===== src/rtl/mem_port_sched_pkg.sv =====
// Shared types and default sizing for the memory port scheduler.
package mem_sched_pkg;
    localparam int NREQ_DEF     = 4;
    localparam int AW_DEF       = 10;
    localparam int DW_DEF       = 64;
    localparam int MAX_HOLD_DEF = 8;

    typedef enum logic [1:0] {
        IDLE   = 2'd0,
        XFER   = 2'd1,
        RESP   = 2'd2,
        LOCKED = 2'd3
    } state_t;
endpackage


===== src/rtl/mem_port_sched_rr_pick.sv =====
// Combinational round-robin picker: first requester after last_g_i, wrapping.
module rr_pick #(
    parameter int NREQ = 4,
    parameter int IW   = 2
) (
    input  logic [NREQ-1:0] req_i,
    input  logic [IW-1:0]   last_g_i,
    output logic            valid_o,
    output logic [IW-1:0]   winner_o
);
    logic [IW-1:0] idx;

    // Walk from the farthest offset down so the nearest requester wins.
    always_comb begin
        valid_o  = |req_i;
        winner_o = '0;
        idx      = '0;
        for (int k = NREQ; k >= 1; k--) begin
            idx = IW'((int'(last_g_i) + k) % NREQ);
            if (req_i[idx]) winner_o = idx;
        end
    end
endmodule


===== src/rtl/mem_port_sched.sv =====
// Arbitrates NREQ cores onto one synchronous RAM port, with bounded grant locking.
module mem_port_sched
    import mem_sched_pkg::*;
#(
    parameter int NREQ     = NREQ_DEF,
    parameter int AW       = AW_DEF,
    parameter int DW       = DW_DEF,
    parameter int MAX_HOLD = MAX_HOLD_DEF
) (
    input  logic               clk,
    input  logic               rst,
    input  logic [NREQ-1:0]    req,
    input  logic [NREQ-1:0]    lock,
    input  logic [NREQ-1:0]    we,
    input  logic [NREQ*AW-1:0] addr,
    input  logic [NREQ*DW-1:0] wdata,
    output logic [NREQ-1:0]    ack,
    output logic [DW-1:0]      rdata,
    output logic               mem_en,
    output logic               mem_we,
    output logic [AW-1:0]      mem_addr,
    output logic [DW-1:0]      mem_wdata,
    input  logic [DW-1:0]      mem_rdata
);
    localparam int IW = (NREQ > 1) ? $clog2(NREQ) : 1;
    localparam logic [7:0] HOLD_LIM = 8'(MAX_HOLD - 1);

    state_t          state_q, state_d;
    logic [IW-1:0]   g_q, g_d, last_g_q, pick_g;
    logic [7:0]      hold_q, hold_d;
    logic            pick_vld;
    logic [NREQ-1:0] ack_d;
    logic            we_sel;
    logic [AW-1:0]   addr_sel;
    logic [DW-1:0]   wdata_sel;
    logic [DW-1:0]   rdata_q;

    rr_pick #(.NREQ(NREQ), .IW(IW)) u_pick (
        .req_i    (req),
        .last_g_i (last_g_q),
        .valid_o  (pick_vld),
        .winner_o (pick_g)
    );

    always_comb begin
        state_d = state_q;
        g_d     = g_q;
        hold_d  = hold_q;
        case (state_q)
            IDLE: if (pick_vld) begin
                g_d     = pick_g;
                state_d = XFER;
            end
            XFER: state_d = RESP;
            RESP: if (lock[g_q] && hold_q < HOLD_LIM) begin
                hold_d  = hold_q + 8'd1;
                state_d = LOCKED;
            end else begin
                hold_d  = '0;
                state_d = IDLE;
            end
            LOCKED: if (req[g_q]) begin
                state_d = XFER;
            end else if (!lock[g_q]) begin
                hold_d  = '0;
                state_d = IDLE;
            end
            default: state_d = IDLE;
        endcase
    end

    // Port fields are captured on entry to XFER so they are registered outputs.
    always_comb begin
        we_sel    = 1'b0;
        addr_sel  = '0;
        wdata_sel = '0;
        ack_d     = '0;
        for (int i = 0; i < NREQ; i++) begin
            if (g_d == IW'(i)) begin
                we_sel    = we[i];
                addr_sel  = addr[i*AW +: AW];
                wdata_sel = wdata[i*DW +: DW];
            end
        end
        if (state_d == RESP) ack_d[g_d] = 1'b1;
    end

    always_ff @(posedge clk or posedge rst) begin
        if (rst) begin
            state_q   <= IDLE;
            g_q       <= '0;
            last_g_q  <= IW'(NREQ - 1);
            hold_q    <= '0;
            ack       <= '0;
            mem_en    <= 1'b0;
            mem_we    <= 1'b0;
            mem_addr  <= '0;
            mem_wdata <= '0;
            rdata_q   <= '0;
        end else begin
            state_q <= state_d;
            g_q     <= g_d;
            hold_q  <= hold_d;
            ack     <= ack_d;
            mem_en  <= (state_d == XFER);
            mem_we  <= (state_d == XFER) && we_sel;
            if (state_d == XFER) begin
                mem_addr  <= addr_sel;
                mem_wdata <= wdata_sel;
            end
            if (state_q == RESP) begin
                last_g_q <= g_q;
                rdata_q  <= mem_rdata;
            end
        end
    end

    // RAM data arrives in RESP itself, so it bypasses the holding register then.
    assign rdata = (state_q == RESP) ? mem_rdata : rdata_q;
endmodule


===== config.mk =====
export PLATFORM = sky130hd
export DESIGN_NAME = mem_port_sched
export DESIGN_NICKNAME = d
export VERILOG_FILES = /design/src/rtl/mem_port_sched_pkg.sv /design/src/rtl/mem_port_sched_rr_pick.sv /design/src/rtl/mem_port_sched.sv
export SDC_FILE = /design/constraint.sdc
export NUM_CORES = 1
export LEC_CHECK = 0
export ABC_CLOCK_PERIOD_IN_PS = 8400
export CAP_MARGIN = 20
export CORE_MARGIN = 5
export CORE_UTILIZATION = 25
export CTS_CLUSTER_DIAMETER = 150
export DETAILED_ROUTE_END_ITERATION = 12
export GPL_TIMING_DRIVEN = 0
export PLACE_DENSITY = 0.61
export SKIP_LAST_GASP = 1
export SLEW_MARGIN = 30
export SYNTH_ARGS = -nofsm -noshare
export SYNTH_HDL_FRONTEND = slang
export SYNTH_SLANG_ARGS = --single-unit

===== constraint.sdc =====
create_clock -name clk -period 8.4 [get_ports clk]
set_clock_uncertainty 0.2 [all_clocks]
set_input_delay 1.26 -clock clk [delete_from_list [all_inputs] [get_ports clk]]
set_output_delay 1.26 -clock clk [all_outputs]
set_load 0.01 [all_outputs]

* After elaboration in Yosys (flattened, before gate mapping)
Index checks and enable logic that the tools add are counted.
Cells by class: add/subtract/negate cells 5, $lt $le $gt $ge 8, equality and inequality tests 10, multiplexer cells 43, reductions and logical operators 8
Operator list (count):
- 2-to-1 mux 64 bit | 5
- 2-to-1 mux 10 bit | 4
- 2-to-1 mux 8 bit | 3
- 2-to-1 mux 2 bit | 10
- < comparator 2 x 3 -> 1 bit, second input constant | 6
- case mux 8 bit (2 select lines) | 1
- binary-select mux 1 bit (select 2 bit) | 6
- 2-to-1 mux 1 bit | 11
- equality test 2 bit, second input constant | 5
- adder 8 x 1 -> 8 bit, second input constant | 1
- < comparator 8 x 3 -> 1 bit, second input constant | 1
- case mux 2 bit (4 select lines) | 1
- equality test 2 x 1 -> 1 bit, second input constant | 3
- adder 2 x 1 -> 2 bit, second input constant | 2
- adder 2 bit, second input constant | 2
- zero test 2 bit | 2
- 2-to-1 mux 4 bit | 1
- inequality test 2 bit, second input constant | 2
- OR reduction 4 bit | 1
- logical AND 1 bit | 3
- AND reduction 3 bit | 1
- demux 1 bit (select 2 bit) | 1
- greater-or-equal comparator 2 x 1 -> 1 bit, second input constant | 1
- nonzero test 2 bit | 1
Storage, ports and cells: flip-flop bits (word level) 158, output and inout bits 144, word-level logic and storage cells 84

* Longest topological paths before layout
Gate-level depths: netlist of the first run.
depth after elaboration 15, gate-level depth with buffers 9, mapped depth without buffers 6

* By module
Synthesis of the first run repeated with hierarchy kept, for this count alone.
Second synthesis, totals: cell total of the unflattened synthesis 994, area, all modules 9546.7 um2
By module, submodules not included:
- mem_port_sched | instances 1, cells an instance 980, area an instance 9455.3 um2, seq. area each 3956.3 um2
- rr_pick | instances 1, cells an instance 14, area an instance 91.3 um2, seq. area each 0.0 um2

* Least setup slack after synthesis of the first run
No wires, ideal clock.
kind register to output, from register state_q[1], to output port rdata[24], arrival time 1.833 ns, data required time 6.940 ns, setup slack 5.107 ns, cell stages (with the launch flop) 6, path through dfrtp_1 clkbuf_1 nor2b_1 buf_1 clkbuf_1 mux2_2
On the way: longest elaborated chain between the ends 2
RTL lines:
- from (decl) | RTL line mem_port_sched.sv:28 | state_t state_q, state_d;
- from (signal assigned) | RTL line mem_port_sched.sv:101 | state_q <= state_d;
- equality test 2 bit | RTL line mem_port_sched.sv:119 | assign rdata = (state_q == RESP) ? mem_rdata : rdata_q;
- 2-to-1 mux 64 bit
- to (decl) | RTL line mem_port_sched.sv:18 | output logic [DW-1:0] rdata,
Every way passes these cells.

* Final worst setup path of the first run
from register state_q[1], to output port rdata[60]
Same word-level chain as after synthesis.

==> results of run 1 <==
-- power by group through the flow --
stage / combinational, mW / sequential [mW] / clock (mW)
final: 3.95 / 1.31 / 0.862
after global routing: 4.23 / 1.35 / 0.915
after CTS: 4.00 / 1.32 / 0.889
after detailed placement: 3.99 / 1.33 / 0
after global placement: 3.94 / 1.32 / 0
after floorplan: 2.18 / 1.39 / 0
-- registers in the layout (all words and copies together) (netlist names) --
signal     count
mem_en         1
hold_q         8
mem_wdata     64
g_q            2
mem_addr      10
ack            4
mem_we         1
rdata_q       64
last_g_q       2
state_q        2
-- final cells by class --
class | count | area [sq um] | share of cell area
Antenna cell | 2 | 5.00 | 0.000321
Clock inverter | 13 | 176 | 0.0113
Sequential cell | 158 | 3960 | 0.254
Inverter | 79 | 304 | 0.0195
Timing Repair Buffer | 518 | 5200 | 0.334
Clock buffer | 19 | 453 | 0.0291
Tap cell | 468 | 586 | 0.0376
Multi-Input combinational cell | 502 | 4520 | 0.290
Buffer | 82 | 384 | 0.0246
-- critical path, delay by kind of cell (launching register included) --
kind / cells / cell delay [ps]
AND/OR/NAND/NOR: 1 / 320
flip-flops: 1 / 350
multiplexers: 1 / 420
buffers and inverters: 4 / 1820
-- how the worst min path moves through the flow --
stage,endpoint,slack [ps],cells past startpoint
after global placement,rdata_q[25],280,1
final,rdata_q[41],300,1
after global routing,rdata_q[34],310,1
after detailed placement,rdata_q[55],280,1
after CTS,rdata_q[55],300,1
after floorplan,hold_q[7],260,1
-- metal layers --
metal	track usage	vias up	wire length (um)
met4	0.0444	0	665
met2	0.336	334	20500
li1	-	4145	-
met5	0	-	0
met3	0.0540	30	2710
met1	0.254	4433	17700
-- cells in the final DEF (no fill, tap or decap), types with 4 or more instances in the layout --
master and count:
o21ai_0 4, dfrtp_1 156, and2_1 4, clkdlybuf4s50_1 517, clkbuf_1 45, buf_1 4, mux2_2 67, nor2b_1 7
buf_2 20, inv_1 77, nor2_1 81, nand2_1 7, buf_4 9, mux2i_1 77, a211oi_1 42, clkbuf_16 17
a211oi_2 105, a311oi_1 73
-- cells by family (layout without fill, tap and decap cells) --
group           count (synthesis)  in the layout
simple gates                  111            111
flops                         158            158
other cells                     0              2
buf+inv                       161            711
compound gates                244            244
mux                           146            146
fa+ha+maj                       1              1
==> flow_summary.json, run 1 <==
{
  "drv_slew": 0,
  "final_antenna_net_count": 0,
  "die-height_um": 201,
  "row_count": 70,
  "worst_setup_hold_path_clk_slew_ps": 70,
  "yosysWarningCount": 0,
  "grt.total_usage": 0.199,
  "synth_area_leader_cell": "dfrtp_1",
  "design.final.nets": 1733,
  "ys_seq_area_frac": 0.432,
  "remaining_drc_errors": 0,
  "layout_cells_sized_above_1": 0.182,
  "fmaxAchievable_mhz": 208,
  "element_type_at_the_critical_path_end": "primary output",
  "finalWorstPathRequiredPeriod_ps": 4810,
  "power.combinational.fraction": 0.645,
  "synth_compound_area_frac": 0.268,
  "drt_iter0_markers": 565,
  "synth_top_cells_by_area": "dfrtp_1 (43%), a211oi_2 (14%), mux2i_1 (8.4%), mux2_2 (8.2%), a311oi_1 (7.0%)",
  "first_global_vias": 9705,
  "synth.mux.area_fraction": 0.172,
  "timing.final.ws_setup_ps": 3590,
  "adder_and_majority_gate_portion_of_the_synthesized_area": 0.00137,
  "rr_endpoint": "mem_wdata[38]",
  "stdcell_count": 1841,
  "detailroute.via_count": 8942,
  "start_util": 0.252,
  "worst-endpoint-required_ps": 6940,
  "fin_util": 0.429,
  "synth.most_common_cell": "dfrtp_1",
  "p_leak_nw": 6.08,
  "wl_per_cell_um": 22.6,
  "worstHoldPathType": "flip-flop to flip-flop",
  "htreeDepth": 4,
  "setup.reg_to_reg.worst_slack_ps": 5330,
  "filler_cell_count": 3477,
  "synth_common_cells": "dfrtp_1 (156), a211oi_2 (105), nor2_1 (81), inv_1 (78), mux2i_1 (77)",
  "placeableCoreArea_sq_um": 36300,
  "grt_first_pass_wirelength_um": 61900,
  "grt_max_degree": 86,
  "synth-simple-area-share": 0.0524,
  "crit-reg2reg-launch": "state_q[0]",
  "netlist.area_leader.share": 0.427,
  "p_int_mw": 3.47,
  "p_seq_frac": 0.215,
  "pin_count": 518,
  "worstPathArrival_ps": 3350,
  "worst-slew-pin-transition_ps": 882,
  "ys_seq_elements": 158,
  "globalRoute.totalOverflow": 0,
  "gpl.final_weighted_congestion": 0.864,
  "cp_cell_sequence": "clkbuf_1 > nor2b_1 > buf_1 > clkbuf_1 > mux2_2 > clkdlybuf4s50_1",
  "cts_made_buffers": 17,
  "hpwl_um": 32200,
  "placedCellCount": 1807,
  "cts_root_buf": "clkbuf_16",
  "synthesis.nets": 1196,
  "maxCapViolations": 0,
  "dieArea_sq_um": 40500,
  "tritoncts_clock_tree": "done",
  "largest_family_of_logic_cells_by_synthesized_area": "compound AO/OA/AOI/OAI gates",
  "port_buffers": 517,
  "worst_hold_startpoint": "rdata_q[41]",
  "report.final.setup_viol": 0,
  "postLayoutCellArea_sq_um": 15600,
  "startpoint_type": "flip-flop",
  "insertion_delay_ps": 440,
  "syn-cell-area_sq_um": 9150,
  "worst_r2r_path_depth": 7,
  "parity_gate_share_of_the_synthesized_area_counting_xor_and_xnor_cells": 0,
  "postCtsSetupRepairBufs": 0,
  "synth_async_sr_flop_share": 1.00,
  "max-vdd-ir-drop_v": 0.000143,
  "synth-edff-count": 0,
  "synthesis.area_per_instance_sq_um": 11.1,
  "cts-resized-gates": 0,
  "crit_type": "flip-flop to primary output",
  "power.net_switching_mw": 2.66,
  "critPathMaxFanout": 10,
  "setup_tns_ps": 0,
  "crit_path_launch": "state_q[1]",
  "firstDrtPassIters": 5,
  "areal_power_density_over_the_cells_nw_per_um2": 393,
  "final.hold.worst_slack_ps": 297,
  "timing_hold_violations_final": 0,
  "ctsLongestPathBuffers": 2,
  "numClockSinks": 158,
  "dominantRegCellSynth": "dfrtp_1",
  "floorplan.die.width_um": 201,
  "slew_headroom": 0.412,
  "yosysUniqueCellTypes": 42,
  "area_growth_pct": 70.3,
  "dpl-instance-area_sq_um": 14900,
  "run_status": "complete, no violations",
  "timing.critical_path.slowest_cell_delay_ps": 550,
  "grt_setup_unrepaired": "false",
  "timing.critical_path.mode_cell": "clkbuf_1",
  "min_period_over_period": 0.572,
  "p_sw_frac": 0.434,
  "dpl_worst_slack_ps": 3990,
  "antenna_violations_before_repair": 2,
  "critPathSlowestCell": "clkbuf_1",
  "number_of_hold_repair_buffers_added_at_the_cts_stage": 0,
  "gate_count_of_the_mapped_netlist": 821,
  "setup.worst_path.end": "rdata[60]",
  "p_total_mw": 6.13,
  "postRouteWirelength_um": 41600,
  "drt-vias-per-instance": 4.86,
  "clkPwrFrac": 0.141
}
(Power assumes the default switching activity.)
==> inputs of run 2 (changes only) <==
--- a/config.mk
+++ b/config.mk
@@ -5,7 +5,7 @@
 export SDC_FILE = /design/constraint.sdc
 export NUM_CORES = 1
 export LEC_CHECK = 0
-export ABC_CLOCK_PERIOD_IN_PS = 8400
+export ABC_CLOCK_PERIOD_IN_PS = 5000
 export CAP_MARGIN = 20
 export CORE_MARGIN = 5
 export CORE_UTILIZATION = 25
==> constraint.sdc (replaced) <==
create_clock -name clk -period 5 [get_ports clk]
set_clock_uncertainty 0.2 [all_clocks]
set_input_delay 0.75 -clock clk [delete_from_list [all_inputs] [get_ports clk]]
set_output_delay 0.75 -clock clk [all_outputs]
set_load 0.01 [all_outputs]
==> flow_summary.json, run 2 (synthesis results as in run 1) <==
{
  "run_status": "complete, no violations",
  "design.final.nets": 1738,
  "number_of_hold_repair_buffers_added_at_the_cts_stage": 0,
  "drv_slew": 0,
  "gpl.final_weighted_congestion": 0.850,
  "insertion_delay_ps": 440,
  "element_type_at_the_critical_path_end": "primary output",
  "dieArea_sq_um": 40500,
  "remaining_drc_errors": 0,
  "crit_type": "flip-flop to primary output",
  "first_global_vias": 9728,
  "pin_count": 518,
  "grt_setup_unrepaired": "false",
  "area_growth_pct": 70.6,
  "placeableCoreArea_sq_um": 36300,
  "die-height_um": 201,
  "reg.largest.list": "mem_wdata: 64 flops, rdata_q: 64 flops, mem_addr: 10 flops",
  "startpoint_type": "flip-flop",
  "worst-slew-pin-transition_ps": 952,
  "drt_iter0_markers": 511,
  "hpwl_um": 32700,
  "areal_power_density_over_the_cells_nw_per_um2": 650,
  "timing.final.ws_setup_ps": 709,
  "min_path_cells": 1,
  "cts_root_buf": "clkbuf_16",
  "firstDrtPassIters": 5,
  "cts-resized-gates": 0,
  "timing.critical_path.slowest_cell_delay_ps": 520,
  "stdcell_count": 1845,
  "globalRoute.totalOverflow": 0,
  "final_antenna_net_count": 0,
  "final_common_cell": "clkdlybuf4s50_1",
  "start_util": 0.252,
  "antenna_violations_before_repair": 2,
  "slew_headroom": 0.366,
  "ctsLongestPathBuffers": 2,
  "postCtsSetupRepairBufs": 0,
  "worstPathArrival_ps": 3340,
  "detailroute.via_count": 8931,
  "grt_first_pass_wirelength_um": 61700,
  "timing_hold_violations_final": 0,
  "placedCellCount": 1812,
  "report.final.setup_viol": 0,
  "max-vdd-ir-drop_v": 0.000265,
  "maxCapViolations": 0,
  "layout_cells_sized_above_1": 0.183,
  "worst-endpoint-required_ps": 4050,
  "final.hold.worst_slack_ps": 294,
  "cts_made_buffers": 17,
  "postRouteWirelength_um": 41500,
  "min_period_over_period": 0.858,
  "wl_per_cell_um": 22.5,
  "numClockSinks": 158,
  "fmaxAchievable_mhz": 233,
  "most-common-layout-cells": "clkdlybuf4s50_1 (517), dfrtp_1 (156), a211oi_2 (105)",
  "worst_setup_hold_path_clk_slew_ps": 70,
  "tritoncts_clock_tree": "done",
  "critPathMaxFanout": 10,
  "floorplan.die.width_um": 201,
  "timing.critical_path.mode_cell": "clkbuf_1",
  "p_leak_nw": 6.09,
  "finalWorstPathRequiredPeriod_ps": 4290,
  "dpl_worst_slack_ps": 1060,
  "port_buffers": 517,
  "cp_cell_sequence": "clkbuf_1 > nor2b_1 > buf_1 > clkbuf_1 > mux2_2 > clkdlybuf4s50_1",
  "htreeDepth": 4,
  "row_count": 70,
  "drt-vias-per-instance": 4.84,
  "grt_max_degree": 28,
  "grt.total_usage": 0.199,
  "worstHoldPathType": "flip-flop to flip-flop",
  "worst_r2r_path_depth": 7,
  "critPathSlowestCell": "buf_1",
  "setup_tns_ps": 0
}
[run 2: area by class of cell]
type                       count  area (sq um)
fill                        3506         20700
sequential                   158          3960
clock buffer                  20           467
timing repair buffer         523          5300
inverter                      79           300
clock inverter                11           108
tap                          468           586
buffer                        82           382
antenna                        2          5.00
multi-input combinational    502          4520
[run 2: metal layers]
layer | wire, um | global-route usage | vias to the layer above | share of wire
met5 | 0 | 0 | - | 0
met4 | 1110 | 0.0657 | 0 | 0.027
met3 | 2420 | 0.0469 | 57 | 0.058
met2 | 20400 | 0.338 | 356 | 0.49
met1 | 17500 | 0.248 | 4367 | 0.42
li1 | - | - | 4151 | -
[run 2: worst max-delay path, delay by kind of cell, from the launching register on]
family,cells,cell delay (ps)
buffers and inverters,4,1810
DFF,1,340
muxes,1,440
and+or+nand+nor,1,290
[run 2: final timing paths]
| path | start | to | slack [ps] |
|---|---|---|---|
| setup / recovery | state_q[1] | rdata[56] | 710 |
| max in group asynchronous | rst | mem_wdata[15] | 3070 |
| setup reg to reg | last_g_q[0] | mem_wdata[3] | 2040 |
| hold / removal | rdata_q[51] | rdata_q[51] | 290 |
| hold reg to reg | rdata_q[51] | rdata_q[51] | 290 |
| min in group asynchronous | rst | rdata_q[16] | 430 |
[run 2: metrics by stage]
| stage | power [mW] | area (sq um) | util |
|---|---|---|---|
| 6_report | 10.1 | 15600 | 0.430 |
| 5_1_grt | 10.8 | 15600 | 0.430 |
| 4_1_cts | 10.3 | 15600 | 0.429 |
| 3_5_place_dp | 8.94 | 15000 | 0.414 |
| 3_3_place_gp | 8.85 | 14900 | 0.410 |
| 2_1_floorplan | 5.99 | 9160 | - |
[run 2: power by group]
group	leakage (nW)	total [mW]	switching [mW]	internal [mW]
sequential	1.83	2.21	0.274	1.94
combinational	3.98	6.61	3.54	3.07
clock	0.279	1.32	0.593	0.727
total	6.09	10.1	4.41	5.74
==> inputs of run 3 (changes only) <==
--- a/config.mk
+++ b/config.mk
@@ -14,7 +14,7 @@
 export GPL_TIMING_DRIVEN = 0
 export PLACE_DENSITY = 0.61
 export SKIP_LAST_GASP = 1
-export SLEW_MARGIN = 30
+export SLEW_MARGIN = 20
 export SYNTH_ARGS = -nofsm -noshare
 export SYNTH_HDL_FRONTEND = slang
 export SYNTH_SLANG_ARGS = --single-unit
==> flow_summary.json, run 3 (synthesis results as in run 1) <==
{
  "crit_type": "flip-flop to primary output",
  "fin_util": 0.429,
  "die-height_um": 201,
  "grt_max_degree": 33,
  "area_taken_by_flip_flops_and_latches_sq_um": 3960,
  "most-common-layout-cells": "clkdlybuf4s50_1 (517), dfrtp_1 (156), a211oi_2 (105)",
  "drv_slew": 0,
  "layout_cells_sized_above_1": 0.181,
  "remaining_drc_errors": 0,
  "filler_cell_count": 3525,
  "hpwl_um": 32700,
  "port_buffers": 517,
  "maxCapViolations": 0,
  "worstHoldPathType": "flip-flop to flip-flop",
  "startpoint_type": "flip-flop",
  "pin_count": 518,
  "postRouteWirelength_um": 41700,
  "setup_tns_ps": 0,
  "globalRoute.totalOverflow": 0,
  "critPathSlowestCell": "clkbuf_1",
  "run_status": "complete, no violations",
  "slew_headroom": 0.334,
  "wl_per_cell_um": 22.6,
  "final_common_cell": "clkdlybuf4s50_1",
  "number_of_hold_repair_buffers_added_at_the_cts_stage": 0,
  "cp_cell_sequence": "clkbuf_1 > nor2b_1 > buf_1 > clkbuf_1 > mux2_2 > clkdlybuf4s50_1",
  "critPathMaxFanout": 10,
  "element_type_at_the_critical_path_end": "primary output",
  "max-vdd-ir-drop_v": 0.000271,
  "final_antenna_net_count": 0,
  "first_global_vias": 9647,
  "worst-endpoint-required_ps": 4050,
  "multi_input_comb_area_sq_um": 4520,
  "cp_top_family": "buffers and inverters",
  "cts-resized-gates": 0,
  "worst-slew-pin-transition_ps": 999,
  "antenna_violations_before_repair": 2,
  "report.final.setup_viol": 0,
  "grt_setup_unrepaired": "false",
  "drt_iter0_markers": 546,
  "timing.critical_path.mode_cell": "clkbuf_1",
  "critical_path_buf_inv_count": 4,
  "htreeDepth": 4,
  "dieArea_sq_um": 40500,
  "ctsLongestPathBuffers": 2,
  "finalWorstPathRequiredPeriod_ps": 4260,
  "areal_power_density_over_the_cells_nw_per_um2": 650,
  "cts_made_buffers": 17,
  "start_util": 0.252,
  "reg.largest.list": "mem_wdata: 64 flops, rdata_q: 64 flops, mem_addr: 10 flops",
  "min_period_over_period": 0.853,
  "crit-reg2reg-launch": "last_g_q[0]",
  "fmaxAchievable_mhz": 235,
  "timing_hold_violations_final": 0,
  "placeableCoreArea_sq_um": 36300,
  "grt_first_pass_wirelength_um": 61700,
  "tritoncts_clock_tree": "done",
  "numClockSinks": 158,
  "crit_path_launch": "state_q[1]",
  "design.final.nets": 1737,
  "postCtsSetupRepairBufs": 0,
  "cts_root_buf": "clkbuf_16",
  "insertion_delay_ps": 440,
  "gpl.final_weighted_congestion": 0.850,
  "worstPathArrival_ps": 3310,
  "drt-vias-per-instance": 4.80,
  "grt.total_usage": 0.199,
  "p_leak_nw": 6.08,
  "worst_setup_hold_path_clk_slew_ps": 70,
  "floorplan.die.width_um": 201,
  "row_count": 70,
  "area_growth_pct": 70.4,
  "detailroute.via_count": 8855,
  "firstDrtPassIters": 5,
  "timing.critical_path.slowest_cell_delay_ps": 530,
  "worst_hold_startpoint": "rdata_q[51]"
}
-- run 3: cell count changes in the layout (fill, tap and decap cells not counted) --
cell      change
buf_12        -2
clkbuf_8      -1
inv_6         +1
buf_16        +1
clkinv_4      -1
clkbuf_1      +1
-- run 3: final cells by class --
type	instances	area share
well taps	468	0.0376
plain buffers	82	0.0245
diodes	2	0.000321
repair buffers	522	0.339
inverters	79	0.0193
multi-input cells	502	0.290
clock buffers	20	0.0293
flip-flops and latches	158	0.254
clock inverters	11	0.00690
-- run 3: stage by stage --
| stage | power [mW] | hold WS, ps | setup slack, ps | cells | area, sq um |
|---|---|---|---|---|---|
| floorplan | 5.99 | 265 | 2050 | 821 | 9160 |
| global placement | 8.85 | 279 | 380 | 1806 | 14900 |
| detailed placement | 8.94 | 284 | 1010 | 1811 | 15000 |
| CTS | 10.3 | 299 | 573 | 1842 | 15600 |
| global route | 10.8 | 310 | 362 | 1843 | 15600 |
| finish | 10.1 | 294 | 737 | 1844 | 15600 |
-- run 3: layer usage --
layer	GRT usage	wire [um]	up-vias
met2	0.335	20400	323
met5	0	0	-
met3	0.0512	2390	54
met4	0.0647	1130	0
li1	-	-	4145
met1	0.250	17800	4333
-- run 3: worst paths after layout --
kind	end	slack, ps	depth (start not counted)
worst max-delay path	rdata[59]	740	6
worst min-delay path	rdata_q[51]	290	1
worst max register to register	mem_wdata[3]	2070	7
worst min register to register	rdata_q[51]	290	1
max in group asynchronous	mem_wdata[19]	3260	4
min in group asynchronous	rdata_q[20]	530	2
-- run 3: power breakdown --
| part | switching (mW) | internal (mW) | leakage, nW |
|---|---|---|---|
| Combinational | 3.54 | 3.07 | 3.97 |
| Clock | 0.600 | 0.715 | 0.273 |
| Sequential | 0.276 | 1.94 | 1.83 |
| Total | 4.42 | 5.72 | 6.08 |
